File: src/rtl/mem_port_arbiter.sv
// Round-robin arbiter sharing one fixed-latency synchronous memory port
// between the instruction-fetch and data requesters.
//
// state | meaning
// IDLE  | waiting for a request; grants one unless halted
// ISSUE | drives the one-cycle m_en strobe from the latched access
// WAIT  | counts down memory latency, captures read data at zero
// RESP  | pulses done/err to the granted requester
module mem_port_arbiter #(
  parameter int unsigned LATENCY = 2
) (
  input  logic        clk,
  input  logic        rst_b,
  input  logic        halted,
  input  logic        i_req,
  input  logic [31:0] i_addr,
  output logic        i_done,
  output logic        i_err,
  output logic [31:0] i_rdata,
  input  logic        d_req,
  input  logic        d_we,
  input  logic [31:0] d_addr,
  input  logic [31:0] d_wdata,
  output logic        d_done,
  output logic        d_err,
  output logic [31:0] d_rdata,
  output logic        m_en,
  output logic        m_we,
  output logic [31:0] m_addr,
  output logic [31:0] m_wdata,
  input  logic [31:0] m_rdata,
  output logic        busy
);

  localparam logic [1:0] S_IDLE  = 2'd0;
  localparam logic [1:0] S_ISSUE = 2'd1;
  localparam logic [1:0] S_WAIT  = 2'd2;
  localparam logic [1:0] S_RESP  = 2'd3;

  logic [1:0]  state;
  logic [3:0]  cnt;
  logic        last_gnt;   // 1 = data was granted last
  logic        gnt_d;
  logic        lat_we;
  logic        lat_err;
  logic [31:2] lat_addr;
  logic [31:0] lat_wdata;

  logic        pick_d;
  logic [31:0] sel_addr;

  // Data wins only when fetch is not asking or fetch was served last.
  always_comb begin
    pick_d   = d_req & (~i_req | ~last_gnt);
    sel_addr = pick_d ? d_addr : i_addr;
  end

  always_ff @(posedge clk or negedge rst_b) begin
    if (!rst_b) begin
      state     <= S_IDLE;
      cnt       <= 4'd0;
      last_gnt  <= 1'b1;
      gnt_d     <= 1'b0;
      lat_we    <= 1'b0;
      lat_err   <= 1'b0;
      lat_addr  <= '0;
      lat_wdata <= '0;
      i_done    <= 1'b0;
      i_err     <= 1'b0;
      i_rdata   <= '0;
      d_done    <= 1'b0;
      d_err     <= 1'b0;
      d_rdata   <= '0;
      m_en      <= 1'b0;
      m_we      <= 1'b0;
      m_addr    <= '0;
      m_wdata   <= '0;
      busy      <= 1'b0;
    end else begin
      m_en   <= 1'b0;
      i_done <= 1'b0;
      i_err  <= 1'b0;
      d_done <= 1'b0;
      d_err  <= 1'b0;
      case (state)
        S_IDLE: begin
          if (!halted && (i_req || d_req)) begin
            gnt_d     <= pick_d;
            last_gnt  <= pick_d;
            lat_addr  <= sel_addr[31:2];
            lat_we    <= pick_d & d_we;
            lat_wdata <= pick_d ? d_wdata : 32'd0;
            lat_err   <= |sel_addr[1:0];
            state     <= (|sel_addr[1:0]) ? S_RESP : S_ISSUE;
            busy      <= 1'b1;
          end
        end
        S_ISSUE: begin
          m_en    <= 1'b1;
          m_we    <= lat_we;
          m_addr  <= {lat_addr, 2'b00};
          m_wdata <= lat_wdata;
          cnt     <= 4'(LATENCY - 1);
          state   <= S_WAIT;
        end
        S_WAIT: begin
          if (cnt == 4'd0) begin
            // Store responses leave d_rdata untouched.
            if (!gnt_d)
              i_rdata <= m_rdata;
            else if (!lat_we)
              d_rdata <= m_rdata;
            state <= S_RESP;
          end else begin
            cnt <= cnt - 4'd1;
          end
        end
        default: begin
          if (gnt_d) begin
            d_done <= 1'b1;
            d_err  <= lat_err;
          end else begin
            i_done <= 1'b1;
            i_err  <= lat_err;
          end
          busy  <= 1'b0;
          state <= S_IDLE;
        end
      endcase
    end
  end

endmodule

File: config.mk
export PLATFORM = sky130hd
export DESIGN_NAME = mem_port_arbiter
export DESIGN_NICKNAME = d
export VERILOG_FILES = /design/src/rtl/mem_port_arbiter.sv
export SDC_FILE = /design/constraint.sdc
export NUM_CORES = 1
export LEC_CHECK = 0
export CAP_MARGIN = 20
export CORE_MARGIN = 10
export CORE_UTILIZATION = 46
export DETAILED_ROUTE_END_ITERATION = 12
export PLACE_DENSITY = 0.8
export SYNTH_ARGS = -nofsm -noshare
export SYNTH_HDL_FRONTEND = slang
export SYNTH_SLANG_ARGS = --single-unit
File: constraint.sdc
create_clock -name clk -period 2.31 [get_ports clk]
set_input_delay 0.693 -clock clk [delete_from_list [all_inputs] [get_ports clk]]
set_output_delay 0.693 -clock clk [all_outputs]
set_load 0.01 [all_outputs]
==> out/qor.txt, run 1 <==
Cell Pwr Density = 1350 nW/um^2
area grow syn2layout = 45.6%
final setup fails = 0
sw power = 0.00490 W
cell accounting for the most synthesized area = dfrtp_1
flip-flop and latch area = 5130 um^2
crit path cell chain = clkdlybuf4s50_1
Setup crit start = busy
DRT antenna net count = 0
Comb pwr share = 0.402
multi-input logic area = 2780 um^2
DP Wirelength = 15300 um
total number of vias = 5517
fin area = 11800 um^2
Critical Path Max Stage Delay = 0.60 ns
DP Area = 11100 um^2
vias in the first global route = 5995
Initial Util = 0.469
Area contributors post-synth = dfrtp_1, mux2_2, nand2_1
Port Buffers = 266
Worst-path clk slew = 0.06 ns
final std cells w/o fill = 1120
crit-path max FO = 2
Post-Route WL = 20800 um
n_diodes = 0
CP Launch Type = flop
crit path DAT = 1.46 ns
R2R Path End = i_rdata[4]
adder-cell area share of the yosys netlist = 0.00926
GPL Wtd Cong = 0.818
Setup Fix Bufs, Post-CTS = 0
CTS tree = done
fmax = 465 MHz
clk_skew = 0.0120 ns
distinct cell type count after synthesis = 30
gr usage total = 0.171
sequential share of the synthesized area = 0.633
Clk pwr share = 0.207
sw frac = 0.306
R2R setup slack = 0.32 ns
cts hold-fix bufs = 0
Vert. Die Dim = 153 um
share of synthesized flip-flops with an asynchronous set or reset = 1.00
Max Transition Viols Final = 0
grt ovf = 0
Compound-Gate Fraction of Synth Area = 0.0505
largest family of logic cells by synthesized area = multiplexers
# IOs = 269
clock root buffer = clkbuf_16
die area = 23300 um^2
unrepaired setup endpoints after global routing = false
Primary FF master, synth = dfrtp_1
total CTS buffers = 21
Wirelength per Cell = 18.6 um
Net count, final = 1021
largest net degree at the start of global routing = 56
Worst-Skew Late Latency = 0.48 ns
CP endpoint kind = primary output
outcome = completed
Crit path depth = 1
MaxCap Viol Count = 0
core area = 17300 um^2
Pre-antenna DRT Iters = 4
worst min path class = input pin to async pin
Clock Tree Buf Depth = 3
Final min period = 2.15 ns
xor/xnor cell area share of the yosys netlist = 0
Post-Synth Simple-Gate Area = 0.0605
first-pass GRT wire length = 33000 um
final hold violations = 0
Reg power frac = 0.391
DRT iter0 DRCs = 161
share of cells above drive strength 1 = 0.208
multiplexer share of the synthesized area = 0.220
cell family with most CP delay = buffers and inverters
Worst R2R Path Depth = 7
Inst Count DP = 1083
CP Buf/Inv Count = 1
Pleak = 5.24 nW
Die Wd = 153 um
total clock sinks = 205
Fillers = 1270
Internal = 0.0111 W
# DRC = 0
Final Cycle Share = 0.930
Synth Area per Inst = 13.2 um^2
row count = 48
FF+latch count, synth = 205
Setup crit end = busy
H-tree levels = 1
Setup TNS = 0 ns
WP data required = 1.62 ns
Setup CP Type = flop to primary output
Worst VDD drop = 0.812 mV
Mapped Cells = 612
Critical-path top delay cell = clkdlybuf4s50_1
initial antenna violation count = 0
FF-to-FF Start = cnt[0]
count leader, synth = dfrtp_1
Synth top area share = 0.630
mapped cell area = 8110 um^2
number of vias per cell = 4.93
Post-synth EDFFs = 0
Post-synth top cells = dfrtp_1, mux2_2, nand2_1
Post-CTS Resized = 0
Ys Warns = 0
power groups by stage:
stage / Sequential, W / Clock (W) / Combinational [W]
6_report: 0.00626 / 0.00330 / 0.00643
3_3_place_gp: 0.00624 / 0 / 0.00639
3_5_place_dp: 0.00631 / 0 / 0.00653
5_1_grt: 0.00649 / 0.00355 / 0.00697
2_1_floorplan: 0.00667 / 0 / 0.00261
4_1_cts: 0.00628 / 0.00339 / 0.00657
layer usage:
metal  GRT usage  vias to the layer above  wire length, um
li1            -                     2622                -
met1       0.203                     2686             8440
met2       0.291                      183            10300
met3      0.0646                       26             1770
met4      0.0341                        0              304
met5           0                        -                0
flip-flops by register name (all words and copies together) (netlist names), 2 cells and up:
| register | cells |
|---|---|
| cnt | 4 |
| lat_addr | 30 |
| d_rdata | 32 |
| m_wdata | 32 |
| m_addr | 30 |
| state | 2 |
| i_rdata | 32 |
| lat_wdata | 32 |
area by class of cell:
class                   instances  area share
clock buffers                  31      0.0528
clock inverters                 6     0.00498
inverters                       7     0.00223
multi-input cells             365       0.236
flip-flops and latches        205       0.435
well taps                     225      0.0238
repair buffers                281       0.246
logic make-up (layout without fill, tap and decap cells):
| group | Yosys count | in the layout |
|---|---|---|
| other cells | 1 | 2 |
| buf+inv | 43 | 325 |
| compound gates | 77 | 77 |
| flops | 205 | 205 |
| fa+ha+maj | 6 | 6 |
| simple gates | 118 | 118 |
| mux | 162 | 162 |
cells in the final DEF (no fill, tap or decap), drive strengths merged, types with 2 or more instances in the layout:
cell type,Yosys,final
clkdlybuf4s50,0,265
dfrtp,204,204
mux2,130,130
nand2,104,104
o21ai,65,65
mux2i,32,32
clkbuf,17,32
buf,19,15
inv,7,7
nor2,6,6
ha,6,6
clkinv,0,5
a21oi,4,4
o22ai,3,3
o31ai,2,2
conb,1,2
per-stage QoR:
stage	total power [W]	utilization	setup slack [ns]	hold slack, ns
5_1_grt	0.0170	0.683	0.128	0.0899
3_5_place_dp	0.0128	0.643	0.0765	0.464
4_1_cts	0.0162	0.683	0.138	0.0870
3_3_place_gp	0.0126	0.643	0.127	0.456
6_report	0.0160	0.683	0.162	0.0972
2_1_floorplan	0.00929	-	0.522	0.397
how the worst min path moves through the flow:
| stage | start | to | slack [ns] | depth (start not counted) |
|---|---|---|---|---|
| final | rst_b | i_rdata[12] | 0.1 | 1 |
| after global routing | rst_b | i_rdata[12] | 0.09 | 1 |
| after CTS | rst_b | d_rdata[0] | 0.09 | 1 |
| after detailed placement | lat_wdata[25] | lat_wdata[25] | 0.46 | 2 |
| after global placement | lat_wdata[22] | lat_wdata[22] | 0.46 | 2 |
| after floorplan | rst_b | busy | 0.40 | 0 |
Note: power is estimated with default switching activity, not from simulation.
==> run 2: changes to the inputs <==
--- a/config.mk
+++ b/config.mk
@@ -8,6 +8,7 @@
 export CAP_MARGIN = 20
 export CORE_MARGIN = 10
 export CORE_UTILIZATION = 46
+export CTS_BUF_LIST = sky130_fd_sc_hd__clkbuf_16
 export DETAILED_ROUTE_END_ITERATION = 12
 export PLACE_DENSITY = 0.8
 export SYNTH_ARGS = -nofsm -noshare
==> run 2 against run 1 <==
Net effect:
- non-clock buffer count unchanged
- setup slack got worse by 0.00059 ns
- clock-buffer cell count decreased by 10
- die area unchanged
- via count increased by 0.60%
- cell count unchanged
- sequential power about the same
- worst hold slack got worse by 0.0014 ns
- combinational power about the same
- core utilization decreased by 0.35 points
- sequential cell count unchanged
- critical path depth unchanged
- critical path type unchanged
- largest power group unchanged
==> out/qor.txt, run 2 (synthesis results as in run 1) <==
fmax = 465 MHz
CP endpoint kind = primary output
CTS tree = done
vias in the first global route = 6006
clk_skew = 0.0127 ns
crit path cell chain = clkdlybuf4s50_1
Post-CTS Resized = 0
Setup Fix Bufs, Post-CTS = 0
first-pass GRT wire length = 32800 um
core area = 17300 um^2
unrepaired setup endpoints after global routing = false
Max Transition Viols Final = 0
largest net degree at the start of global routing = 56
Worst R2R Path Depth = 7
die area = 23300 um^2
Cell Pwr Density = 1340 nW/um^2
grt ovf = 0
Die Wd = 153 um
WP data required = 1.62 ns
total clock sinks = 205
Pre-antenna DRT Iters = 4
# DRC = 0
cts hold-fix bufs = 0
final hold violations = 0
cell family with most CP delay = buffers and inverters
commonest non-fill, non-tap cell in the layout = clkdlybuf4s50_1
Setup crit start = busy
Wirelength per Cell = 18.4 um
area grow syn2layout = 44.9%
clock root buffer = clkbuf_16
number of vias per cell = 4.96
Vert. Die Dim = 153 um
Fillers = 1279
DP Wirelength = 15300 um
share of cells above drive strength 1 = 0.201
CP Buf/Inv Count = 1
FF-to-FF Start = cnt[0]
# IOs = 269
post-place setup slack = 0.0765 ns
Crit path depth = 1
Setup TNS = 0 ns
Clock Tree Buf Depth = 3
PnR worst setup slack = 0.161 ns
worst min path class = input pin to async pin
Pleak = 5.22 nW
Final Cycle Share = 0.930
DRT antenna net count = 0
gr usage total = 0.170
most frequent cells in the layout = clkdlybuf4s50_1, dfrtp_1, mux2_2
total number of vias = 5550
outcome = completed
H-tree levels = 1
crit path DAT = 1.46 ns
Worst VDD drop = 0.744 mV
Net count, final = 1021
GPL Wtd Cong = 0.818
final setup fails = 0
CP Launch Type = flop
Port Buffers = 266
Worst-Skew Late Latency = 0.48 ns
initial antenna violation count = 0
Post-Route WL = 20600 um
Setup CP Type = flop to primary output
n_diodes = 0
row count = 48
Critical Path Max Stage Delay = 0.61 ns
total CTS buffers = 21
DRT iter0 DRCs = 168
MaxCap Viol Count = 0
Final min period = 2.15 ns
crit-path max FO = 2
Critical-path top delay cell = clkdlybuf4s50_1
Worst-path clk slew = 0.06 ns
Initial Util = 0.469
==> run 2: changes by cell type in the layout (fill, tap and decap cells not counted), sizes merged <==
cell,before,now
inv,7,11
clkinv,5,11
clkbuf,32,22
==> run 2: through the flow <==
stage	std cells	utilization	total power [W]	cell area [um^2]	hold WS (ns)
CTS	1120	0.679	0.0160	11700	0.0825
finish	1120	0.679	0.0157	11700	0.0958
floorplan	613	-	0.00929	8110	0.397
global placement	1083	0.643	0.0126	11100	0.456
detailed placement	1083	0.643	0.0128	11100	0.464
global route	1120	0.679	0.0168	11700	0.0871
==> run 2: cell type report <==
| type | instances | area, um^2 | area share |
|---|---|---|---|
| Multi-Input combinational cell | 365 | 2780 | 0.237 |
| Sequential cell | 205 | 5130 | 0.437 |
| Clock inverter | 16 | 96.3 | 0.00820 |
| Inverter | 7 | 26.3 | 0.00224 |
| Timing Repair Buffer | 281 | 2900 | 0.247 |
| Clock buffer | 21 | 526 | 0.0447 |
| Tap cell | 225 | 282 | 0.0240 |
==> run 2: report_power, final <==
| group | switching, W | internal (W) | leakage (nW) |
|---|---|---|---|
| registers | 0.000917 | 0.00534 | 2.57 |
| clock network | 0.00130 | 0.00176 | 0.323 |
| logic | 0.00265 | 0.00378 | 2.32 |
==> run 2: per-layer routing <==
layer | global-route usage | part of all wire | vias up | wire length (um)
met5 | 0 | 0 | - | 0
met4 | 0.0427 | 0.021 | 0 | 425
met3 | 0.0658 | 0.085 | 30 | 1760
met2 | 0.287 | 0.49 | 188 | 10100
met1 | 0.200 | 0.40 | 2704 | 8310
li1 | - | - | 2628 | -
==> run 2: path summary, 6_finish.rpt <==
| path | to | slack, ns |
|---|---|---|
| min reg2reg | lat_wdata[10] | 0.47 |
| max in group asynchronous | d_rdata[10] | 1.51 |
| min | i_rdata[12] | 0.1 |
| max | busy | 0.16 |
| max reg2reg | i_rdata[4] | 0.31 |
| min in group clk | lat_wdata[10] | 0.47 |
